## src/rtl/cpu_gen2_pkg.sv

```systemverilog
`default_nettype none
// ============================================================================
// Module      : cpu_gen2_pkg
// Description : Shared definitions for the cpu_gen2 accumulator CPU:
//               FSM state encoding, opcode values, register-reference and
//               I/O instruction bit positions.
// Ports       : none (package)
// Revision    : 1.0 - initial release
// ============================================================================
package cpu_gen2_pkg;

    // Control FSM states. Encoding is explicit so waveforms stay stable.
    typedef enum logic [3:0] {
        S_F0   = 4'd0,
        S_F1   = 4'd1,
        S_DEC  = 4'd2,
        S_IND  = 4'd3,
        S_X0   = 4'd4,
        S_X1   = 4'd5,
        S_X2   = 4'd6,
        S_INT0 = 4'd7,
        S_INT1 = 4'd8,
        S_HALT = 4'd9
    } state_t;

    // Opcode field values (ir[DATA_W-2:DATA_W-4]).
    localparam logic [2:0] OP_AND = 3'd0;
    localparam logic [2:0] OP_ADD = 3'd1;
    localparam logic [2:0] OP_LDA = 3'd2;
    localparam logic [2:0] OP_STA = 3'd3;
    localparam logic [2:0] OP_BUN = 3'd4;
    localparam logic [2:0] OP_BSA = 3'd5;
    localparam logic [2:0] OP_ISZ = 3'd6;
    localparam logic [2:0] OP_IO  = 3'd7;

    // Register-reference bit positions within ir[11:0].
    localparam int RR_CLA = 11;
    localparam int RR_CLE = 10;
    localparam int RR_CMA = 9;
    localparam int RR_CME = 8;
    localparam int RR_CIR = 7;
    localparam int RR_CIL = 6;
    localparam int RR_INC = 5;
    localparam int RR_SPA = 4;
    localparam int RR_SNA = 3;
    localparam int RR_SZA = 2;
    localparam int RR_SZE = 1;
    localparam int RR_HLT = 0;

    // I/O instruction bit positions within ir[11:0].
    localparam int IO_INP = 11;
    localparam int IO_OUT = 10;
    localparam int IO_SKI = 9;
    localparam int IO_SKO = 8;
    localparam int IO_ION = 7;
    localparam int IO_IOF = 6;

endpackage
`default_nettype wire

```

## src/rtl/cpu_gen2_opdec.sv

```systemverilog
`default_nettype none
// ============================================================================
// Module      : cpu_gen2_opdec
// Description : Combinational 3-to-8 one-hot opcode decoder.
// Ports       : i_opcode  [2:0]  opcode field of the instruction register
//               o_onehot  [7:0]  bit n set when i_opcode == n
// Revision    : 1.0 - initial release
// ============================================================================
module cpu_gen2_opdec (
    input  logic [2:0] i_opcode,
    output logic [7:0] o_onehot
);

    always_comb begin
        o_onehot           = '0;
        o_onehot[i_opcode] = 1'b1;
    end

endmodule
`default_nettype wire

```

## src/rtl/cpu_gen2.sv

```systemverilog
`default_nettype none
// ============================================================================
// Module      : cpu_gen2
// Description : Parametrised single-accumulator CPU with memory-reference,
//               register-reference and I/O instructions, vectored interrupt
//               cycle, halt, and valid/ready keyboard/display ports.
// Ports       : clk, rst         clock, synchronous active-high reset
//               addr       out   memory address (registered AR)
//               datain     in    asynchronous memory read data
//               dataout    out   memory write data (0 when not writing)
//               en, rdwr   out   access strobe, 1 = write
//               kbd_*            keyboard valid/ready input channel
//               disp_*           display valid/ready output channel
//               halted     out   HLT executed; left only by rst
// Revision    : 1.0 - initial release
// ============================================================================
module cpu_gen2 #(
    parameter int DATA_W = 16,
    parameter int ADDR_W = 12,
    parameter int IO_W   = 8
) (
    input  logic              clk,
    input  logic              rst,
    output logic [ADDR_W-1:0] addr,
    input  logic [DATA_W-1:0] datain,
    output logic [DATA_W-1:0] dataout,
    output logic              en,
    output logic              rdwr,
    input  logic [IO_W-1:0]   kbd_data,
    input  logic              kbd_valid,
    output logic              kbd_ready,
    output logic [IO_W-1:0]   disp_data,
    output logic              disp_valid,
    input  logic              disp_ready,
    output logic              halted
);

    import cpu_gen2_pkg::*;

    localparam logic [ADDR_W-1:0] c_addr_one = ADDR_W'(1);
    localparam logic [DATA_W-1:0] c_data_one = DATA_W'(1);

    // ------------------------------------------------------------------
    // Architectural registers and their next-state values
    // ------------------------------------------------------------------
    state_t              r_state, w_state_nxt;
    logic [ADDR_W-1:0]   r_pc,    w_pc_nxt;
    logic [ADDR_W-1:0]   r_ar,    w_ar_nxt;
    logic [DATA_W-1:0]   r_ir,    w_ir_nxt;
    logic [DATA_W-1:0]   r_ac,    w_ac_nxt;
    logic [DATA_W-1:0]   r_dr,    w_dr_nxt;
    logic                r_e,     w_e_nxt;
    logic                r_ien,   w_ien_nxt;
    logic                r_fgi,   w_fgi_nxt;
    logic                r_fgo,   w_fgo_nxt;
    logic [IO_W-1:0]     r_kbuf,  w_kbuf_nxt;
    logic [IO_W-1:0]     r_disp,  w_disp_nxt;

    // ------------------------------------------------------------------
    // Instruction field decode
    // ------------------------------------------------------------------
    logic                w_ibit;
    logic [2:0]          w_opcode;
    logic [7:0]          w_op_oh;
    logic [ADDR_W-1:0]   w_field;
    logic [11:0]         w_bits;
    logic                w_is_rr;
    logic                w_is_io;
    logic                w_mri_read;
    logic [DATA_W:0]     w_sum;
    logic [DATA_W-1:0]   w_pc_ext;
    logic                w_rr_skip;
    logic                w_io_skip;
    logic                w_kbd_fire;
    logic                w_disp_fire;

    assign w_ibit   = r_ir[DATA_W-1];
    assign w_opcode = r_ir[DATA_W-2:DATA_W-4];
    assign w_field  = r_ir[ADDR_W-1:0];
    assign w_bits   = r_ir[11:0];

    cpu_gen2_opdec u_opdec (
        .i_opcode (w_opcode),
        .o_onehot (w_op_oh)
    );

    assign w_is_rr    = w_op_oh[OP_IO] & ~w_ibit;
    assign w_is_io    = w_op_oh[OP_IO] &  w_ibit;
    // Memory-reference ops whose X0 cycle loads DR from memory.
    assign w_mri_read = w_op_oh[OP_AND] | w_op_oh[OP_ADD] |
                        w_op_oh[OP_LDA] | w_op_oh[OP_ISZ];

    // One bit wider than the datapath so the carry lands in E.
    assign w_sum    = {1'b0, r_ac} + {1'b0, r_dr};
    assign w_pc_ext = {{(DATA_W-ADDR_W){1'b0}}, r_pc};

    // Skip conditions all look at pre-instruction values.
    assign w_rr_skip = (w_bits[RR_SPA] & ~r_ac[DATA_W-1]) |
                       (w_bits[RR_SNA] &  r_ac[DATA_W-1]) |
                       (w_bits[RR_SZA] & (r_ac == '0))    |
                       (w_bits[RR_SZE] & ~r_e);
    assign w_io_skip = (w_bits[IO_SKI] & r_fgi) |
                       (w_bits[IO_SKO] & r_fgo);

    // Ready/valid are straight inversions of the device flags.
    assign kbd_ready   = ~r_fgi;
    assign disp_valid  = ~r_fgo;
    assign w_kbd_fire  = kbd_valid & ~r_fgi;
    assign w_disp_fire = disp_ready & ~r_fgo;

    assign addr      = r_ar;
    assign disp_data = r_disp;
    assign halted    = (r_state == S_HALT);

    // ------------------------------------------------------------------
    // Next-state and datapath
    // ------------------------------------------------------------------
    always_comb begin
        w_state_nxt = r_state;
        w_pc_nxt    = r_pc;
        w_ar_nxt    = r_ar;
        w_ir_nxt    = r_ir;
        w_ac_nxt    = r_ac;
        w_dr_nxt    = r_dr;
        w_e_nxt     = r_e;
        w_ien_nxt   = r_ien;
        w_fgi_nxt   = r_fgi;
        w_fgo_nxt   = r_fgo;
        w_kbuf_nxt  = r_kbuf;
        w_disp_nxt  = r_disp;

        case (r_state)
            S_F0: begin
                // Interrupts are only taken between instructions.
                if (r_ien && (r_fgi || r_fgo)) begin
                    w_state_nxt = S_INT0;
                end else begin
                    w_ar_nxt    = r_pc;
                    w_state_nxt = S_F1;
                end
            end

            S_F1: begin
                w_ir_nxt    = datain;
                w_pc_nxt    = r_pc + c_addr_one;
                w_state_nxt = S_DEC;
            end

            S_DEC: begin
                w_ar_nxt = w_field;
                if (!w_op_oh[OP_IO] && w_ibit) begin
                    w_state_nxt = S_IND;
                end else begin
                    w_state_nxt = S_X0;
                end
            end

            S_IND: begin
                w_ar_nxt    = datain[ADDR_W-1:0];
                w_state_nxt = S_X0;
            end

            S_X0: begin
                w_state_nxt = S_F0;
                if (w_is_rr) begin
                    // Later assignments take precedence: ordered from the
                    // lowest-numbered bit to the highest.
                    if (w_bits[RR_INC]) w_ac_nxt = r_ac + c_data_one;
                    if (w_bits[RR_CIL]) begin
                        w_ac_nxt = {r_ac[DATA_W-2:0], r_e};
                        w_e_nxt  = r_ac[DATA_W-1];
                    end
                    if (w_bits[RR_CIR]) begin
                        w_ac_nxt = {r_e, r_ac[DATA_W-1:1]};
                        w_e_nxt  = r_ac[0];
                    end
                    if (w_bits[RR_CME]) w_e_nxt  = ~r_e;
                    if (w_bits[RR_CMA]) w_ac_nxt = ~r_ac;
                    if (w_bits[RR_CLE]) w_e_nxt  = 1'b0;
                    if (w_bits[RR_CLA]) w_ac_nxt = '0;
                    if (w_rr_skip)      w_pc_nxt = r_pc + c_addr_one;
                    if (w_bits[RR_HLT]) w_state_nxt = S_HALT;
                end else if (w_is_io) begin
                    if (w_bits[IO_INP]) begin
                        w_ac_nxt[IO_W-1:0] = r_kbuf;
                        w_fgi_nxt          = 1'b0;
                    end
                    if (w_bits[IO_OUT]) begin
                        w_disp_nxt = r_ac[IO_W-1:0];
                        w_fgo_nxt  = 1'b0;
                    end
                    if (w_io_skip)      w_pc_nxt  = r_pc + c_addr_one;
                    if (w_bits[IO_ION]) w_ien_nxt = 1'b1;
                    if (w_bits[IO_IOF]) w_ien_nxt = 1'b0;
                end else begin
                    if (w_mri_read) begin
                        w_dr_nxt    = datain;
                        w_state_nxt = S_X1;
                    end
                    if (w_op_oh[OP_BUN]) w_pc_nxt = r_ar;
                    if (w_op_oh[OP_BSA]) begin
                        w_ar_nxt    = r_ar + c_addr_one;
                        w_state_nxt = S_X1;
                    end
                end
            end

            S_X1: begin
                w_state_nxt = S_F0;
                if (w_op_oh[OP_AND]) w_ac_nxt = r_ac & r_dr;
                if (w_op_oh[OP_ADD]) {w_e_nxt, w_ac_nxt} = w_sum;
                if (w_op_oh[OP_LDA]) w_ac_nxt = r_dr;
                if (w_op_oh[OP_BSA]) w_pc_nxt = r_ar;
                if (w_op_oh[OP_ISZ]) begin
                    w_dr_nxt    = r_dr + c_data_one;
                    w_state_nxt = S_X2;
                end
            end

            S_X2: begin
                // DR already holds the incremented value being written.
                if (r_dr == '0) w_pc_nxt = r_pc + c_addr_one;
                w_state_nxt = S_F0;
            end

            S_INT0: begin
                w_ar_nxt    = '0;
                w_state_nxt = S_INT1;
            end

            S_INT1: begin
                w_pc_nxt    = c_addr_one;
                w_ien_nxt   = 1'b0;
                w_state_nxt = S_F0;
            end

            S_HALT: begin
                w_state_nxt = S_HALT;
            end

            default: begin
                w_state_nxt = S_F0;
            end
        endcase

        // Device-side handshakes. These cannot collide with the INP/OUT
        // clears above since ready/valid are low whenever a clear is legal.
        if (w_kbd_fire) begin
            w_kbuf_nxt = kbd_data;
            w_fgi_nxt  = 1'b1;
        end
        if (w_disp_fire) begin
            w_fgo_nxt = 1'b1;
        end
    end

    // ------------------------------------------------------------------
    // Memory strobes; suppressed while rst is high so an interrupted
    // instruction never commits a partial write.
    // ------------------------------------------------------------------
    always_comb begin
        en      = 1'b0;
        rdwr    = 1'b0;
        dataout = '0;
        if (!rst) begin
            case (r_state)
                S_F1, S_IND: begin
                    en = 1'b1;
                end
                S_X0: begin
                    if (!w_op_oh[OP_IO]) begin
                        if (w_mri_read) begin
                            en = 1'b1;
                        end
                        if (w_op_oh[OP_STA]) begin
                            en      = 1'b1;
                            rdwr    = 1'b1;
                            dataout = r_ac;
                        end
                        if (w_op_oh[OP_BSA]) begin
                            en      = 1'b1;
                            rdwr    = 1'b1;
                            dataout = w_pc_ext;
                        end
                    end
                end
                S_X2: begin
                    en      = 1'b1;
                    rdwr    = 1'b1;
                    dataout = r_dr;
                end
                S_INT1: begin
                    en      = 1'b1;
                    rdwr    = 1'b1;
                    dataout = w_pc_ext;
                end
                default: begin
                    en = 1'b0;
                end
            endcase
        end
    end

    // ------------------------------------------------------------------
    // State and register update
    // ------------------------------------------------------------------
    always_ff @(posedge clk) begin
        if (rst) begin
            r_state <= S_F0;
            r_pc    <= '0;
            r_ar    <= '0;
            r_ir    <= '0;
            r_ac    <= '0;
            r_dr    <= '0;
            r_e     <= 1'b0;
            r_ien   <= 1'b0;
            r_fgi   <= 1'b0;
            r_fgo   <= 1'b1;
            r_kbuf  <= '0;
            r_disp  <= '0;
        end else begin
            r_state <= w_state_nxt;
            r_pc    <= w_pc_nxt;
            r_ar    <= w_ar_nxt;
            r_ir    <= w_ir_nxt;
            r_ac    <= w_ac_nxt;
            r_dr    <= w_dr_nxt;
            r_e     <= w_e_nxt;
            r_ien   <= w_ien_nxt;
            r_fgi   <= w_fgi_nxt;
            r_fgo   <= w_fgo_nxt;
            r_kbuf  <= w_kbuf_nxt;
            r_disp  <= w_disp_nxt;
        end
    end

endmodule
`default_nettype wire

```

## config.mk

```make
export PLATFORM = sky130hd
export DESIGN_NAME = cpu_gen2
export DESIGN_NICKNAME = d
export VERILOG_FILES = /design/src/rtl/cpu_gen2_pkg.sv /design/src/rtl/cpu_gen2_opdec.sv /design/src/rtl/cpu_gen2.sv
export SDC_FILE = /design/constraint.sdc
export NUM_CORES = 1
export LEC_CHECK = 0
export ABC_CLOCK_PERIOD_IN_PS = 2700
export CORE_MARGIN = 1
export CORE_UTILIZATION = 40
export DETAILED_ROUTE_END_ITERATION = 6
export PLACE_DENSITY_LB_ADDON = 0.08
export SLEW_MARGIN = 15
export SYNTH_ARGS = -nofsm -noshare
export SYNTH_HDL_FRONTEND = slang
export SYNTH_SLANG_ARGS = --single-unit
```

## constraint.sdc

```tcl
create_clock -name clk -period 2.7 [get_ports clk]
set_input_delay 0.81 -clock clk [delete_from_list [all_inputs] [get_ports clk]]
set_output_delay 0.81 -clock clk [all_outputs]
set_load 0.005 [all_outputs]
```

==> metrics.yaml, run 1 <==
outcome: "finished with violations"
violations: "setup timing"
synth_seq_cells: 96
htree_levels: 3
fill_cells: 2005
drive_gt1_share_pct: 18.4
async_reset_ff_share_pct: 0
groute.usage.overall_pct: 33.5
crit_top_cell: "buf_6"
grt_pass1_wl_um: 51100
dp_slack_ps: -187
synth_nets: 1143
hold_path.class: "register to register"
critPathKind: "register to primary output"
final_design_area_no_fill_sq_um: 9890
multi_input_area_sq_um: 5480
cts_buffers: 9
area_growth_pct: 25.0
globalRouteMet3Util_pct: 4.80
cts_tree: "built"
yosys.area.top_type: "dfxtp_1"
crit_family: "simple AND/OR/NAND/NOR gates"
grt_pass1_vias: 8167
die_y_um: 143
post-route-min-period_ps: 3010
coreArea_sq_um: 19400
worst_slack_ps: -311
die_w_um: 143
portBuffers: 68
finalCritPeriodShare_pct: 112
crit_path_cell_trace: "or4b_4 > nor3_4 > buf_6 > buf_6 > buf_6 > a222oi_1 > nor2_1 > buf_2"
clock-sinks: 96
firstDrtPassIters: 5
grt-ovfl-total: 0
synth_edf_count: 0
hold_viol_final: 0
p_leak_nw: 3.63
ys_types: 92
drt-total-wl_um: 33400
finalSetupTns_ps: -3340
drt-initial-drc-count: 993
antenna_found_initial: 1
syn_avg_cell_area_sq_um: 7.24
grt_max_degree: 42
diodes: 0
clock_path_buffers: 2
cap_viol_max_count: 0
slew_headroom_pct: 52.3
syn_area_sq_um: 7910
path_max_fanout: 4
synth_common_cells: "144 x nand2_1, 118 x a21oi_1, 103 x nor2_1, 96 x dfxtp_1, 56 x o21ai_0"
place_area_sq_um: 9390
max_freq_mhz: 332
cts_root_buf: "clkbuf_16"
synth_ff_type: "dfxtp_1"
slowest_delay_ps: 560
viasPerCell: 6.27
vias: 9271
postSynthCellCount: 1092
setup_violations: 16
power.density_nw_per_um2: 641
grt_use_met1_pct: 48.7
io_pins: 69
critPathSlowestCell: "or4b_4"
routedWlPerCell_um: 22.6
worstPathRequired_ps: 1890
final_max_slew_viol_count: 0
power.total_mw: 6.34
critPathBufInv: 4
finClkSkew_ps: 12.3
end_kind: "primary output"
rsz0062_at_grt: "yes"
global_route.usage.met2_pct: 49.1
yosysSeqAreaShare_pct: 24.3
die_area_sq_um: 20300
rows: 51
cp-start-kind: "register"
insertion_delay_ps: 370
drtAntennaViolNets: 0
worst_slew_pin_slew_ps: 716
synth.area.top_cells: "dfxtp_1 24%, a21oi_1 7.5%, nand2_1 6.8%"
synth_top_area_share_pct: 24.3
dp_hpwl_um: 25000
gp_congestion: 0.954
drc: 0
start_util_pct: 40.8
path_clk_slew_ps: 70
vdd_drop_max_mv: 0.435
regArea_sq_um: 1930
final_nets: 1259
top_usage_layer: "met2"
worstPathArrival_ps: 2200
synth_warnings: 0
synth.most_common_cell: "nand2_1"
repair_timing:
item / 4_1_cts / 5_1_grt
cloned: 1 / 0
endpoints found under the setup margin: 19 / 20
hold buffers: 0 / 0
pin swaps: 23 / 22
setup buffers: 13 / 3
resized for setup: 85 / 14
final timing paths:
path	to	startpoint	slack, ps	depth (start not counted)
hold reg to reg	r_kbuf[0]$_SDFFE_PP0P_	r_kbuf[0]$_SDFFE_PP0P_	470	2
setup / recovery	dataout[11]	r_state[0]$_SDFF_PP0_	-310	8
setup reg to reg	r_ac[9]$_SDFFE_PP0P_	r_ac[1]$_SDFFE_PP0P_	210	8
hold / removal	r_kbuf[0]$_SDFFE_PP0P_	r_kbuf[0]$_SDFFE_PP0P_	470	2
per-stage QoR:
| step | utilization, % | hold slack (ps) | instances |
|---|---|---|---|
| after floorplan | - | 433 | 1092 |
| final | 51.0 | 470 | 1478 |
| after CTS | 50.7 | 470 | 1475 |
| after detailed placement | 48.4 | 459 | 1446 |
| after global placement | 48.4 | 456 | 1446 |
| after global routing | 51.0 | 499 | 1478 |
where the power goes:
group	internal [mW]	switching, mW	total [mW]
logic	1.11	1.70	2.81
clock network	0.920	0.672	1.59
registers	1.61	0.333	1.94
total	3.64	2.70	6.34
state kept, by name (all words and copies together) (netlist names):
name and cells:
addr 12, r_e 1, r_dr 16, disp_data 8, r_fgo 1, r_ac 16
r_state 4, r_ir 16, r_ien 1, r_kbuf 8, r_fgi 1, r_pc 12
tightest hold or removal path, cell delays in order (launching register included):
cell     delay (ps)
dfxtp_1         320
nand2_1          50
a21oi_1          50
per-layer routing:
layer  vias to the layer above  wire (um)
met5                         -         13
met4                         2       1330
met3                        66       2510
met2                       424      14200
met1                      4444      15300
li1                       4335          -
cells by family (layout without fill, tap and decap cells):
logic type | count (synthesis) | in the layout | synth area share [%]
simple gates | 425 | 425 | 26.4
compound gates | 384 | 384 | 33.7
buf+inv | 127 | 248 | 7.37
flops | 96 | 96 | 24.3
fa+ha+maj | 23 | 23 | 3.73
mux | 21 | 21 | 2.70
xor+xnor | 16 | 16 | 1.77
cells in the final DEF, fill, tap and decap left out, drive strengths merged, types with 6 or more instances in the layout:
| cell type | Yosys | final |
|---|---|---|
| a2111oi | 6 | 6 |
| nand4 | 14 | 14 |
| or2 | 6 | 6 |
| or3 | 8 | 8 |
| a21o | 16 | 16 |
| inv | 27 | 30 |
| o31ai | 13 | 13 |
| a32oi | 6 | 6 |
| nor2b | 15 | 15 |
| ha | 22 | 22 |
| a221oi | 13 | 13 |
| o22ai | 10 | 10 |
| buf | 48 | 153 |
| a31oi | 12 | 12 |
| dfxtp | 96 | 96 |
| and2 | 6 | 6 |
| nand3 | 28 | 28 |
| a222oi | 15 | 15 |
| and3 | 9 | 9 |
| a211oi | 22 | 22 |
| nand2b | 13 | 13 |
| a311oi | 7 | 7 |
| nor3 | 34 | 34 |
| nor2 | 104 | 104 |
| nor3b | 7 | 7 |
| o21ai | 58 | 58 |
| a22oi | 14 | 14 |
| nor4 | 17 | 17 |
| mux2i | 18 | 18 |
| clkdlybuf4s50 | 0 | 49 |
| clkbuf | 50 | 10 |
| xnor2 | 11 | 11 |
| nand2 | 144 | 144 |
| a21oi | 119 | 119 |
| o211ai | 18 | 18 |
area by class of cell:
| class | instances | share of cell area [%] |
|---|---|---|
| clock buffer | 9 | 2.28 |
| clock inverter | 7 | 1.25 |
| multi-input combinational | 869 | 55.4 |
| inverter | 29 | 1.10 |
| timing repair buffer | 203 | 17.1 |
| tap | 265 | 3.35 |
| sequential | 96 | 19.5 |
Note: power is estimated with default switching activity, not from simulation.
==> run 2, diff against run 1 <==
- ABC_AREA: not set -> 1
- SETUP_SLACK_MARGIN: not set -> 0.05
- SLEW_MARGIN: 15 -> 20
==> run 2 against run 1 <==
- the run ends with DRC, setup timing left
- sequential share of layout area rose by 0.65 points
- clock-buffer cell count did not move
- register-to-register slack improved by 170 ps
- worst setup slack improved by 220 ps
- critical path depth rose by 2
- largest cell class unchanged
- final cell count rose by 14%
- critical endpoint is now dataout[6]
- critical path type unchanged
- highest routed layer is now met4
- first-iteration DRC count fell by 9.8%
==> metrics.yaml, run 2 <==
drive_gt1_share_pct: 13.5  # was 18.4%
worst_slack_ps: -86.4  # was -311 ps
drt-total-wl_um: 31000  # was 33400 um
synth_warnings: 0  # unchanged
vias: 9420  # was 9271
drc: 1  # was 0
yosys.area_share.xor_xnor_pct: 1.69  # was 1.77%
place_inst: 1651  # was 1446
firstDrtPassIters: 7  # was 5
synth_top_family_by_area: "simple AND/OR/NAND/NOR gates"  # was compound AO/OA/AOI/OAI gates
synth_common_cells: "316 x nand2_1, 181 x a21oi_1, 142 x inv_1, 119 x nor2_1, 115 x o21ai_0"  # was 144 x nand2_1, 118 x a21oi_1, 103 x nor2_1, 96 x dfxtp_1, 56 x o21ai_0
synth_compound_area_share_pct: 26.1  # was 33.7%
hold_viol_final: 0  # unchanged
async_reset_ff_share_pct: 0  # unchanged
antenna_found_initial: 0  # was 1
power.total_mw: 7.27  # was 6.34 mW
slew_headroom_pct: 61.5  # was 52.3%
worstPathRequired_ps: 1890  # about the same
ys_types: 48  # was 92
synth_edf_count: 0  # unchanged
drtAntennaViolNets: 0  # unchanged
die_area_sq_um: 20000  # was 20300 sq um
vdd_drop_max_mv: 0.472  # was 0.435 mV
final_common_cell: "nand2_1"  # unchanged
cts_tree: "built"  # unchanged
drt-initial-drc-count: 896  # was 993
fin_util_pct: 50.6  # was 51.0%
grt_pass1_wl_um: 48300  # was 51100 um
setup_violations: 9  # was 16
reg2reg_from: "r_dr[0]$_SDFFE_PP0P_"  # was r_ac[1]$_SDFFE_PP0P_
finalCritPeriodShare_pct: 103  # was 112%
area_growth_pct: 22.9  # was 25.0%
cts_buffers: 9  # unchanged
final_max_slew_viol_count: 0  # unchanged
r2r_cells: 12  # was 8
clock-sinks: 96  # unchanged
reg_top3: "r_ac x16, r_dr x16, r_ir x16"  # unchanged
violations: "DRC, setup timing"  # was setup timing
postCtsHoldBufs: 0  # unchanged
outcome: "finished with violations"  # unchanged
reg2reg_to: "r_e$_SDFFE_PP0P_"  # was r_ac[9]$_SDFFE_PP0P_
viasPerCell: 5.60  # was 6.27
htree_levels: 3  # unchanged
postSynthCellCount: 1322  # was 1092
post-route-min-period_ps: 2790  # was 3010 ps
critPathKind: "register to primary output"  # unchanged
coreArea_sq_um: 18900  # was 19400 sq um
die_w_um: 141  # was 143 um
r2r_slack_ps: 380  # was 210 ps
final_design_area_no_fill_sq_um: 9560  # was 9890 sq um
synth.area.top_cells: "dfxtp_1 25%, nand2_1 15%, a21oi_1 12%"  # was dfxtp_1 24%, a21oi_1 7.5%, nand2_1 6.8%
yosys.area.top_type: "dfxtp_1"  # unchanged
cp-start-kind: "register"  # unchanged
synthAdderAreaFrac_pct: 3.79  # was 3.73%
synth_top_area_share_pct: 24.7  # was 24.3%
synth_ff_type: "dfxtp_1"  # unchanged
finalSetupTns_ps: -546  # was -3340 ps
synth_nets: 1373  # was 1143
portBuffers: 68  # unchanged
io_pins: 69  # unchanged
place_area_sq_um: 9030  # was 9390 sq um
insertion_delay_ps: 360  # was 370 ps
syn_avg_cell_area_sq_um: 5.89  # was 7.24 sq um
finClkSkew_ps: 10.1  # was 12.3 ps
clock_path_buffers: 2  # unchanged
yosysSeqAreaShare_pct: 24.7  # was 24.3%
synth.most_common_cell: "nand2_1"  # unchanged
rows: 50  # was 51
p_leak_nw: 3.99  # was 3.63 nW
grt-ovfl-total: 0  # unchanged
synthSimpleGateAreaFrac_pct: 32.5  # was 26.4%
worst_slew_pin_slew_ps: 574  # was 716 ps
crit_end: "dataout[6]"  # was dataout[11]
syn_area_sq_um: 7780  # was 7910 sq um
grt_pass1_vias: 8626  # was 8167
final_nets: 1468  # was 1259
path_clk_slew_ps: 80  # was 70 ps
max_freq_mhz: 359  # was 332 MHz
crit_start: "r_ir[14]$_SDFFE_PP0P_"  # was r_state[0]$_SDFF_PP0_
dp_hpwl_um: 23800  # was 25000 um
power.density_nw_per_um2: 760  # was 641 nW/um^2
rsz0062_at_grt: "yes"  # unchanged
gp_congestion: 0.954  # about the same
end_kind: "primary output"  # unchanged
path_max_fanout: 4  # unchanged
die_y_um: 141  # was 143 um
cts_root_buf: "clkbuf_16"  # unchanged
muxShareOfSynthArea_pct: 0  # was 2.70%
most-common-layout-cells: "314 x nand2_1, 176 x a21oi_1, 139 x inv_1"  # was 143 x nand2_1, 118 x buf_4, 117 x a21oi_1
start_util_pct: 41.2  # was 40.8%
routedWlPerCell_um: 18.5  # was 22.6 um
cap_viol_max_count: 0  # unchanged
worstPathArrival_ps: 1980  # was 2200 ps
synth_seq_cells: 96  # unchanged
grt_max_degree: 38  # was 42
diodes: 0  # unchanged
groute.usage.overall_pct: 31.5  # was 33.5%
final_cell_count_no_fill: 1682  # was 1478
hold_path.class: "register to register"  # unchanged
[run 2: cell count changes after synthesis, moves of 15 or more]
cell      change
nand2_1     +172
inv_1       +115
nand3_1      +69
a21oi_1      +63
o21ai_0      +59
buf_2        -19
mux2i_1      -18
nor3_1       -18
a21o_1       -16
nor2_1       +16
a222oi_1     -15
nor2b_1      -15
nor4_1       -15
[run 2: worst min path at each step]
stage                     depth (start not counted)                      start                   endpoint
after global routing                              2  disp_data[7]$_SDFFE_PP0P_  disp_data[7]$_SDFFE_PP0P_
after detailed placement                          2         r_fgo$_SDFFE_PP1P_         r_fgo$_SDFFE_PP1P_
after global placement                            2         r_fgo$_SDFFE_PP1P_         r_fgo$_SDFFE_PP1P_
final                                             2         r_fgo$_SDFFE_PP1P_         r_fgo$_SDFFE_PP1P_
after CTS                                         2         r_fgo$_SDFFE_PP1P_         r_fgo$_SDFFE_PP1P_
after floorplan                                   2         r_fgo$_SDFFE_PP1P_         r_fgo$_SDFFE_PP1P_
[run 2: cell families after synthesis]
kind of cell	count (synthesis)
AOI/OAI and AO/OA	367
xor gates and xnor gates	15
adders and majority gates	23
buffers and inverters	225
DFF	96
and+or+nand+nor	596
[run 2: per-layer routing]
| metal | routed length (um) | GRT usage [%] | vias up |
|---|---|---|---|
| met4 | 849 | 11.4 | 0 |
| li1 | - | - | 4600 |
| met5 | 0 | 0 | - |
| met3 | 2570 | 6.38 | 47 |
| met2 | 13700 | 48.9 | 398 |
| met1 | 14000 | 43.0 | 4375 |
[run 2: power by group]
| group | total (mW) | internal, mW | leakage, nW | switching [mW] |
|---|---|---|---|---|
| clock | 1.40 | 0.739 | 0.153 | 0.664 |
| combinational | 3.64 | 1.31 | 3.05 | 2.34 |
| sequential | 2.23 | 1.72 | 0.783 | 0.506 |
| total | 7.27 | 3.77 | 3.99 | 3.51 |
[run 2: critical path, stage by stage (launching register included)]
cell,delay [ps]
dfxtp_2,340
inv_2,40
or2_4,240
nor2_4,110
inv_2,60
a21oi_4,150
buf_4,140
buf_6,100
a32oi_1,90
a21oi_1,210
buf_2,150
[run 2: through the flow]
step,hold slack [ps],setup slack [ps]
finish,455,-86.4
detailed placement,437,-222
global placement,431,-170
CTS,456,-131
floorplan,419,241
global route,486,-174
[run 2: final cells by class]
type | instances | area [sq um]
Fill cell | 1997 | 9330
Multi-Input combinational cell | 1001 | 5130
Sequential cell | 96 | 1930
Timing Repair Buffer | 151 | 1280
Inverter | 158 | 593
Tap cell | 260 | 325
Clock buffer | 9 | 225
Clock inverter | 7 | 81.3
[run 2: what timing repair did]
action | in CTS | in global routing
setup endpoints to repair | 18 | 23
pin swaps | 16 | 17
gates resized for setup | 95 | 25
setup buffers | 12 | 4
==> run 3, diff against run 2 <==
- CAP_MARGIN: not set -> 20
- MAX_ROUTING_LAYER: not set -> met4
==> run 3 against run 2 <==
- the run ends with setup timing left
- sequential share of layout area down 0.30 points
- sequential cell count unchanged
- register-to-register slack worse by 20 ps
- sequential power about the same
- utilization up 0.83 points
- via count up 1.0%
- clock-buffer cell count unchanged
- worst hold slack better by 0.68 ps
- power up 1.9%
- fmax up 0.15%
- clock power about the same
- critical path type unchanged
- critical endpoint is now dataout[11]
==> metrics.yaml, run 3 (synthesis results as in run 2) <==
outcome: "finished with violations"  # unchanged
violations: "setup timing"  # was DRC, setup timing
dp_slack_ps: -191  # was -222 ps
reg_top3: "r_ac x16, r_dr x16, r_ir x16"  # unchanged
postCtsHoldBufs: 0  # unchanged
hold_end: "r_fgo$_SDFFE_PP1P_"  # unchanged
max_freq_mhz: 359  # about the same
routedWlPerCell_um: 18.8  # was 18.5 um
cts_tree: "built"  # unchanged
viasPerCell: 5.62  # was 5.60
finClkSkew_ps: 11.6  # was 10.1 ps
worst_slack_ps: -82.2  # was -86.4 ps
cap_viol_max_count: 0  # unchanged
hold_path.class: "register to register"  # unchanged
worstPathArrival_ps: 1970  # was 1980 ps
htree_levels: 3  # unchanged
cp-start-kind: "register"  # unchanged
grt-ovfl-total: 0  # unchanged
r2r_slack_ps: 360  # was 380 ps
final_design_area_no_fill_sq_um: 9720  # was 9560 sq um
most-common-layout-cells: "313 x nand2_1, 177 x a21oi_1, 139 x inv_1"  # was 314 x nand2_1, 176 x a21oi_1, 139 x inv_1
setup_violations: 10  # was 9
path_max_fanout: 5  # was 4
drt-initial-drc-count: 987  # was 896
post-route-min-period_ps: 2780  # was 2790 ps
power.total_mw: 7.41  # was 7.27 mW
worstPathRequired_ps: 1890  # about the same
p_leak_nw: 4.06  # was 3.99 nW
drt-total-wl_um: 31900  # was 31000 um
final_common_cell: "nand2_1"  # unchanged
antenna_found_initial: 0  # unchanged
coreArea_sq_um: 18900  # unchanged
whs_ps: 456  # was 455 ps
slew_headroom_pct: 60.6  # was 61.5%
hp-start: "r_fgo$_SDFFE_PP1P_"  # unchanged
worst_slew_pin_slew_ps: 588  # was 574 ps
cts_root_buf: "clkbuf_16"  # unchanged
rsz0062_at_grt: "yes"  # unchanged
portBuffers: 68  # unchanged
insertion_delay_ps: 370  # was 360 ps
drtAntennaViolNets: 0  # unchanged
place_area_sq_um: 9110  # was 9030 sq um
firstDrtPassIters: 5  # was 7
end_kind: "primary output"  # unchanged
die_w_um: 141  # unchanged
gp_congestion: 0.968  # was 0.954
cts_buffers: 9  # unchanged
drc: 0  # was 1
drive_gt1_share_pct: 14.5  # was 13.5%
clock_path_buffers: 2  # unchanged
die_area_sq_um: 20000  # unchanged
groute.usage.overall_pct: 33.1  # was 31.5%
rows: 50  # unchanged
diodes: 0  # unchanged
final_max_slew_viol_count: 0  # unchanged
clock-sinks: 96  # unchanged
start_util_pct: 41.2  # unchanged
grt_pass1_vias: 8671  # was 8626
final_nets: 1480  # was 1468
reg2reg_from: "r_dr[0]$_SDFFE_PP0P_"  # unchanged
die_y_um: 141  # unchanged
fill_cells: 2039  # was 1997
grt_max_degree: 50  # was 38
area_growth_pct: 24.9  # was 22.9%
multi_input_area_sq_um: 5150  # was 5130 sq um
r2r_cells: 12  # unchanged
io_pins: 69  # unchanged
finalCritPeriodShare_pct: 103  # about the same
grt_pass1_wl_um: 48900  # was 48300 um
reg2reg_to: "r_e$_SDFFE_PP0P_"  # unchanged
vdd_drop_max_mv: 0.430  # was 0.472 mV
vias: 9518  # was 9420
holdPathStages: 2  # unchanged
path_clk_slew_ps: 80  # about the same
hold_viol_final: 0  # unchanged
power.density_nw_per_um2: 763  # was 760 nW/um^2
dp_hpwl_um: 24600  # was 23800 um
critPathKind: "register to primary output"  # unchanged
regArea_sq_um: 1930  # about the same
[run 3: worst max path at each step]
| stage | from | endpoint | slack (ps) | depth (start not counted) |
|---|---|---|---|---|
| finish | r_ir[12]$_SDFFE_PP0P_ | dataout[11] | -80 | 11 |
| global route | r_ir[12]$_SDFFE_PP0P_ | dataout[11] | -170 | 11 |
| CTS | r_ir[13]$_SDFFE_PP0P_ | dataout[14] | -130 | 12 |
| detailed placement | r_state[1]$_SDFF_PP0_ | dataout[3] | -190 | 10 |
| global placement | r_ir[14]$_SDFFE_PP0P_ | dataout[5] | -140 | 7 |
| floorplan | rst | dataout[11] | 240 | 5 |
[run 3: per-stage QoR]
step,instances,util [%],TNS (ps)
CTS,1688,50.7,-716
global placement,1661,48.2,-1220
detailed placement,1661,48.2,-1730
global route,1694,51.4,-1610
floorplan,1322,-,0
finish,1694,51.4,-439
[run 3: worst max-delay path, cell delays in order (launching register included)]
cell     delay (ps)
dfxtp_1         450
nand2_2         100
nor2_2          140
inv_2            60
a21oi_2         130
buf_4           150
buf_6           120
buf_6            90
nand3_2          40
o21ai_1          90
o21a_1          120
buf_2           100
[run 3: metal layers]
metal	track usage (%)	share of wire (%)	up-vias
met5	-	0	-
met4	12.4	3.8	0
met3	6.04	9.1	68
met2	47.9	42	416
met1	45.5	45	4405
li1	-	-	4629
[run 3: layout make-up]
class | count | share of cell area, %
tap | 260 | 3.35
timing repair buffer | 163 | 14.3
clock inverter | 7 | 1.03
clock buffer | 9 | 2.32
multi-input combinational | 1001 | 53.0
inverter | 158 | 6.10
sequential | 96 | 19.8
[run 3: repair_timing]
action	4_1_cts	5_1_grt
buffers inserted	12	7
resized for setup	94	43
cloned	0	0
pin swaps	12	20
endpoints found under the setup margin	19	19
endpoints found under the hold margin	0	0
[run 3: power by group]
part | switching (mW) | internal (mW) | leakage [nW]
Sequential | 0.477 | 1.72 | 0.784
Clock | 0.674 | 0.751 | 0.158
Combinational | 2.41 | 1.37 | 3.12
